--- config.mk ---
export PLATFORM = sky130hd
export DESIGN_NAME = reduce
export DESIGN_NICKNAME = d
export VERILOG_FILES = /design/src/rtl/reduce.sv
export SDC_FILE = /design/constraint.sdc
export NUM_CORES = 1
export LEC_CHECK = 0
export ABC_AREA = 1
export BUFFER_PORTS_ARGS = -buffer_cell sky130_fd_sc_hd__buf_2
export CAP_MARGIN = 15
export CELL_PAD_IN_SITES_DETAIL_PLACEMENT = 0
export CELL_PAD_IN_SITES_GLOBAL_PLACEMENT = 1
export CORE_ASPECT_RATIO = 0.8
export CORE_UTILIZATION = 15
export DETAILED_ROUTE_END_ITERATION = 8
export PLACE_DENSITY_LB_ADDON = 0.2
export SLEW_MARGIN = 20
export SYNTH_ARGS = -nofsm -noshare
export SYNTH_HDL_FRONTEND = slang
export SYNTH_SLANG_ARGS = --single-unit
--- constraint.sdc ---
create_clock -name clk -period 3.32 [get_ports clk]
set_clock_uncertainty 0.05 [all_clocks]
set_input_delay 0.996 -clock clk [delete_from_list [all_inputs] [get_ports clk]]
set_output_delay 0.996 -clock clk [all_outputs]
set_load 0.05 [all_outputs]
--- src/rtl/reduce.sv ---
// Load-result width reducer: narrows the loaded word to word/half/byte with sign or zero extension, plus a sticky illegal-width flag.
// Latency 0 (combinational Result), or 1 cycle when REDUCE_OUT_REG_EN is defined; no backpressure.
module reduce (
  input  logic        clk,
  input  logic        reset,
  input  logic [31:0] BaseResult,
  input  logic [2:0]  WidthSrc,
  output logic [31:0] Result,
  output logic        WidthErr
);

  logic [31:0] result_d;
  logic        illegal;
  logic        width_err_d;
  logic        width_err_q;

  always_comb begin
    result_d = BaseResult;
    illegal  = 1'b0;
    case (WidthSrc)
      3'b000:  result_d = BaseResult;
      3'b010:  result_d = {{16{BaseResult[15]}}, BaseResult[15:0]};
      3'b110:  result_d = {16'h0000, BaseResult[15:0]};
      3'b001:  result_d = {{24{BaseResult[7]}}, BaseResult[7:0]};
      3'b101:  result_d = {24'h000000, BaseResult[7:0]};
      default: begin
        // Illegal codes pass the raw word through so the output is never X.
        result_d = BaseResult;
        illegal  = 1'b1;
      end
    endcase
  end

  always_comb begin
    width_err_d = width_err_q | illegal;
  end

  always_ff @(posedge clk) begin
    if (reset) begin
      width_err_q <= 1'b0;
    end else begin
      width_err_q <= width_err_d;
    end
  end

  assign WidthErr = width_err_q;

`ifdef REDUCE_OUT_REG_EN
  logic [31:0] result_q;

  always_ff @(posedge clk) begin
    if (reset) begin
      result_q <= 32'h0000_0000;
    end else begin
      result_q <= result_d;
    end
  end

  assign Result = result_q;
`else
  assign Result = result_d;
`endif

endmodule

==> run summary, run 1 <==
hold_buf cts: 0
Port Buffer Count: 55
area added between synthesis and finish: 52.68%
overall overflow remaining after global route: 0
most frequent cells in the layout: buf_2 (55), nand3_1 (33), nand2_1 (17)
Area contributors post-synth: nand3_1 (39%), buf_4 (18%), nand2_1 (15%)
first-pass GRT wire length: 2346 um
Tcrit/Tclk final: 0.9306
CP Launch Type: input port
number of remaining DRC errors: 0
die height: 49.35 um
Mapped Cells: 74
final wirelength: 1449 um
initial drt markers: 16
commonest non-fill, non-tap cell in the layout: buf_2
Avg Cell Area, Syn: 5.681 um^2
DR vias/cell: 4.118
fin area: 641.9 um^2
Peak VDD IR: 0.00009794 V
element type at the critical path end: output port
Fin Setup TNS: 0 ps
area leader, netlist: nand3_1
GR Util All Layers: 0.09483
Cell Pwr Density: 306.5 nW/um^2
n_diodes: 0
Largest register FFs: 1
clock-pin transition on the worst setup and hold timing paths: 0 ps
FF+latch count, synth: 1
Cell Rows: 16
Vias: 630
WP data arrival: 2040 ps
Final Critical Period: 3090 ps
count of final hold-check violations: 0
DP HPWL: 1100 um
Worst Path Class, Setup: in2out
yosys warns: 0
max-slew violations: 0
placed insts: 153
Max Cap Violations: 0
vias in the first global route: 503
Setup Buffers After CTS: 0
Synth top area share: 0.3929
Mapped Nets: 111
Critical Path RT: 2270 ps
crit path max fanout: 25
Core Region: 2542 um^2
RSZ-0062 raised after global routing: false
status: complete, no violations
Starting Density: 0.1654
Avg WL per Cell: 9.471 um
Peak Freq: 323.7 MHz
endpoints failing setup: 0
DP Area: 641.9 um^2
worst rel slew slack: 0.6980
DRT Pass-1 Iters: 4
sequential area share after synthesis: 0.04762
Synth cell types: 11
Nets: 156
Routed Antenna Nets: 0
share of cells above drive strength 1: 0.5299
Hold Path Class: reg2reg
post-CTS resize count: 0
Die ar.: 3020 um^2
largest net degree at the start of global routing: 26
final instance count without filler cells: 153
final weighted congestion in routability-driven placement: 0.6257
synthesized area: 420.4 um^2
Worst-Skew Late Latency: 0 ps
Leakage: 0.4555 nW
initial antenna violation count: 0
die width: 61.19 um
worst-margin pin slew: 451.4 ps
I/O pin count: 70
-- worst max-delay path, stage by stage --
cell and delay [ps]:
buf_2 120, inv_2 60, nand2_2 340, nand3_1 140, nand3_1 100, buf_2 280
-- synthesized netlist by cell type (all sizes together) --
| library cell | count |
|---|---|
| nand4 | 2 |
| dfxtp | 1 |
| a21oi | 1 |
| nand3 | 33 |
| inv | 4 |
| nand2 | 19 |
| buf | 14 |
-- final timing paths --
path,startpoint,endpoint,slack [ps],cells past startpoint
max reg2reg,WidthErr$_SDFF_PP0_,WidthErr$_SDFF_PP0_,2750,2
min,WidthErr$_SDFF_PP0_,WidthErr$_SDFF_PP0_,380,2
max,WidthSrc[1],Result[28],230,6
min reg2reg,WidthErr$_SDFF_PP0_,WidthErr$_SDFF_PP0_,380,2
-- metal layers --
| layer | routed length, um | track usage | vias up |
|---|---|---|---|
| met5 | 0 | 0 | - |
| met4 | 8 | 0.01515 | 0 |
| met3 | 112 | 0.002653 | 4 |
| met2 | 678 | 0.1522 | 30 |
| met1 | 651 | 0.1402 | 267 |
| li1 | - | - | 329 |
-- cells by family (layout without fill, tap and decap cells) --
logic type / count (synthesis) / after routing / share of synthesized area
AOI/OAI and AO/OA: 1 / 1 / 0.01189
buffers and inverters: 18 / 61 / 0.3065
DFF: 1 / 1 / 0.04762
and+or+nand+nor: 54 / 54 / 0.6339
-- per-stage QoR --
step / utilization / power (mW) / setup slack [ps] / hold WS (ps)
after floorplan: - / 0.1772 / 457.3 / 610.8
after global placement: 0.2525 / 0.1987 / 212.6 / 381.9
after detailed placement: 0.2525 / 0.1975 / 223.1 / 385.3
after CTS: 0.2525 / 0.1981 / 217.2 / 386.4
after global routing: 0.2525 / 0.2082 / 90.01 / 419.3
final: 0.2525 / 0.1968 / 230.3 / 383.0
-- cell type report --
type | instances | area (um^2)
tap | 36 | 45.04
multi-input combinational | 55 | 271.5
fill | 295 | 1901
timing repair buffer | 57 | 290.3
inverter | 4 | 15.01
sequential | 1 | 20.02
-- power breakdown --
group / switching (mW) / internal, mW
clock: 0 / 0
combinational: 0.138 / 0.0452
sequential: 0.000408 / 0.0134
(Power assumes the default switching activity.)
==> run 2, diff against run 1 <==
- RECOVER_POWER: default -> 25
- SKIP_LAST_GASP: default -> 1
==> run summary, run 2 (synthesized netlist as in run 1, its figures left out) <==
Post-Route M1 WL: 653 um (was 651 um)
commonest non-fill, non-tap cell in the layout: buf_2 (unchanged)
clock-pin transition on the worst setup and hold timing paths: 0 ps (about the same)
first-pass GRT wire length: 2346 um (unchanged)
WP data arrival: 2040 ps (about the same)
overall overflow remaining after global route: 0 (unchanged)
initial drt markers: 16 (unchanged)
Tcrit/Tclk final: 0.9301 (was 0.9306)
Starting Density: 0.1654 (unchanged)
Nets: 156 (unchanged)
Worst-Skew Late Latency: 0 ps (about the same)
initial antenna violation count: 0 (unchanged)
area added between synthesis and finish: 52.38% (was 52.68%)
DP HPWL: 1100 um (unchanged)
min-delay src: WidthErr$_SDFF_PP0_ (unchanged)
worst rel slew slack: 0.6104 (was 0.6980)
reg2reg end: WidthErr$_SDFF_PP0_ (unchanged)
share of cells above drive strength 1: 0.5214 (was 0.5299)
largest net degree at the start of global routing: 26 (unchanged)
vias in the first global route: 503 (unchanged)
Cell Rows: 16 (unchanged)
FF-to-FF setup slack: 2740 ps (was 2750 ps)
DRT Pass-1 Iters: 4 (unchanged)
Fill cells: 296 (was 295)
worst r2r src: WidthErr$_SDFF_PP0_ (unchanged)
R2R depth: 2 (unchanged)
Final Worst Setup Slack: 232.2 ps (was 230.3 ps)
Peak VDD IR: 0.00009793 V (was 0.00009794 V)
DR vias/cell: 4.105 (was 4.118)
Hold Path Class: reg2reg (unchanged)
multi-input logic area: 271.5 um^2 (unchanged)
Peak Freq: 323.9 MHz (was 323.7 MHz)
final weighted congestion in routability-driven placement: 0.6257 (unchanged)
Critical Path RT: 2270 ps (about the same)
I/O pin count: 70 (unchanged)
n_diodes: 0 (unchanged)
most frequent cells in the layout: buf_2 (54), nand3_1 (33), nand2_1 (17) (was buf_2 (55), nand3_1 (33), nand2_1 (17))
top sig layer: met4 (unchanged)
Leakage: 0.4521 nW (was 0.4555 nW)
Worst Hold End: WidthErr$_SDFF_PP0_ (unchanged)
worst-margin pin slew: 587.0 ps (was 451.4 ps)
Die ar.: 3020 um^2 (unchanged)
Routed Antenna Nets: 0 (unchanged)
Largest register FFs: 1 (unchanged)
Total Power: 196.5 uW (was 196.8 uW)
Fin Setup TNS: 0 ps (unchanged)
status: complete, no violations (unchanged)
dpl ws: 223.1 ps (unchanged)
element type at the critical path end: output port (unchanged)
RSZ-0062 raised after global routing: false (unchanged)
Core Region: 2542 um^2 (unchanged)
Port Buffer Count: 55 (unchanged)
hold_buf cts: 0 (unchanged)
endpoints failing setup: 0 (unchanged)
Final Critical Period: 3088 ps (was 3090 ps)
Sequential Area: 20.02 um^2 (unchanged)
die height: 49.35 um (unchanged)
Routed met3 length: 113 um (was 112 um)
CP Launch Type: input port (unchanged)
Setup Buffers After CTS: 0 (unchanged)
Vias: 628 (was 630)
crit path max fanout: 25 (unchanged)
Worst Path Class, Setup: in2out (unchanged)
Hold Slack: 385.7 ps (was 383.0 ps)
Max Cap Violations: 0 (unchanged)
Cell Pwr Density: 306.7 nW/um^2 (was 306.5 nW/um^2)
CP Launch Point: WidthSrc[1] (unchanged)
GR Util All Layers: 0.09483 (unchanged)
final wirelength: 1451 um (was 1449 um)
WL met2: 676 um (was 678 um)
count of final hold-check violations: 0 (unchanged)
number of remaining DRC errors: 0 (unchanged)
post-CTS resize count: 0 (unchanged)
Worst Hold Depth: 2 (unchanged)
max-slew violations: 0 (unchanged)
die width: 61.19 um (unchanged)
Avg WL per Cell: 9.484 um (was 9.471 um)
[run 2: changes by cell type in the layout (fill, tap and decap cells not counted), sizes merged]
cell and delta:
clkbuf +1, buf -1
[run 2: final cells by class]
| type | count | area share |
|---|---|---|
| repair buffers | 57 | 0.4512 |
| multi-input cells | 55 | 0.4238 |
| well taps | 36 | 0.07031 |
| flip-flops and latches | 1 | 0.03125 |
| inverters | 4 | 0.02344 |
[run 2: per-layer routing]
layer / vias up / GRT usage
met5: - / 0
met4: 0 / 0.01515
met3: 4 / 0.002653
met2: 30 / 0.1522
met1: 265 / 0.1402
li1: 329 / -
[run 2: how the worst max path moves through the flow]
stage	slack, ps	to
2_1_floorplan	460	Result[16]
3_3_place_gp	210	Result[29]
3_5_place_dp	220	Result[28]
4_1_cts	220	Result[28]
5_1_grt	90	Result[23]
6_report	230	Result[28]
[run 2: power by group]
| part | internal, mW | switching (mW) | leakage (nW) |
|---|---|---|---|
| Clock | 0 | 0 | 0 |
| Combinational | 0.0449 | 0.138 | 0.444 |
| Sequential | 0.0134 | 0.000447 | 0.00837 |
| Total | 0.0583 | 0.138 | 0.452 |
[run 2: worst max-delay path, cell delays in order]
cell and delay, ps:
buf_2 120, inv_2 60, nand2_2 340, nand3_1 140, nand3_1 100, buf_2 280
[run 2: per-stage QoR]
stage	util	cell area, um^2	instances
after floorplan	-	420.4	74
after global placement	0.2525	641.9	153
after detailed placement	0.2525	641.9	153
after CTS	0.2525	641.9	153
after global routing	0.2520	640.6	153
final	0.2520	640.6	153
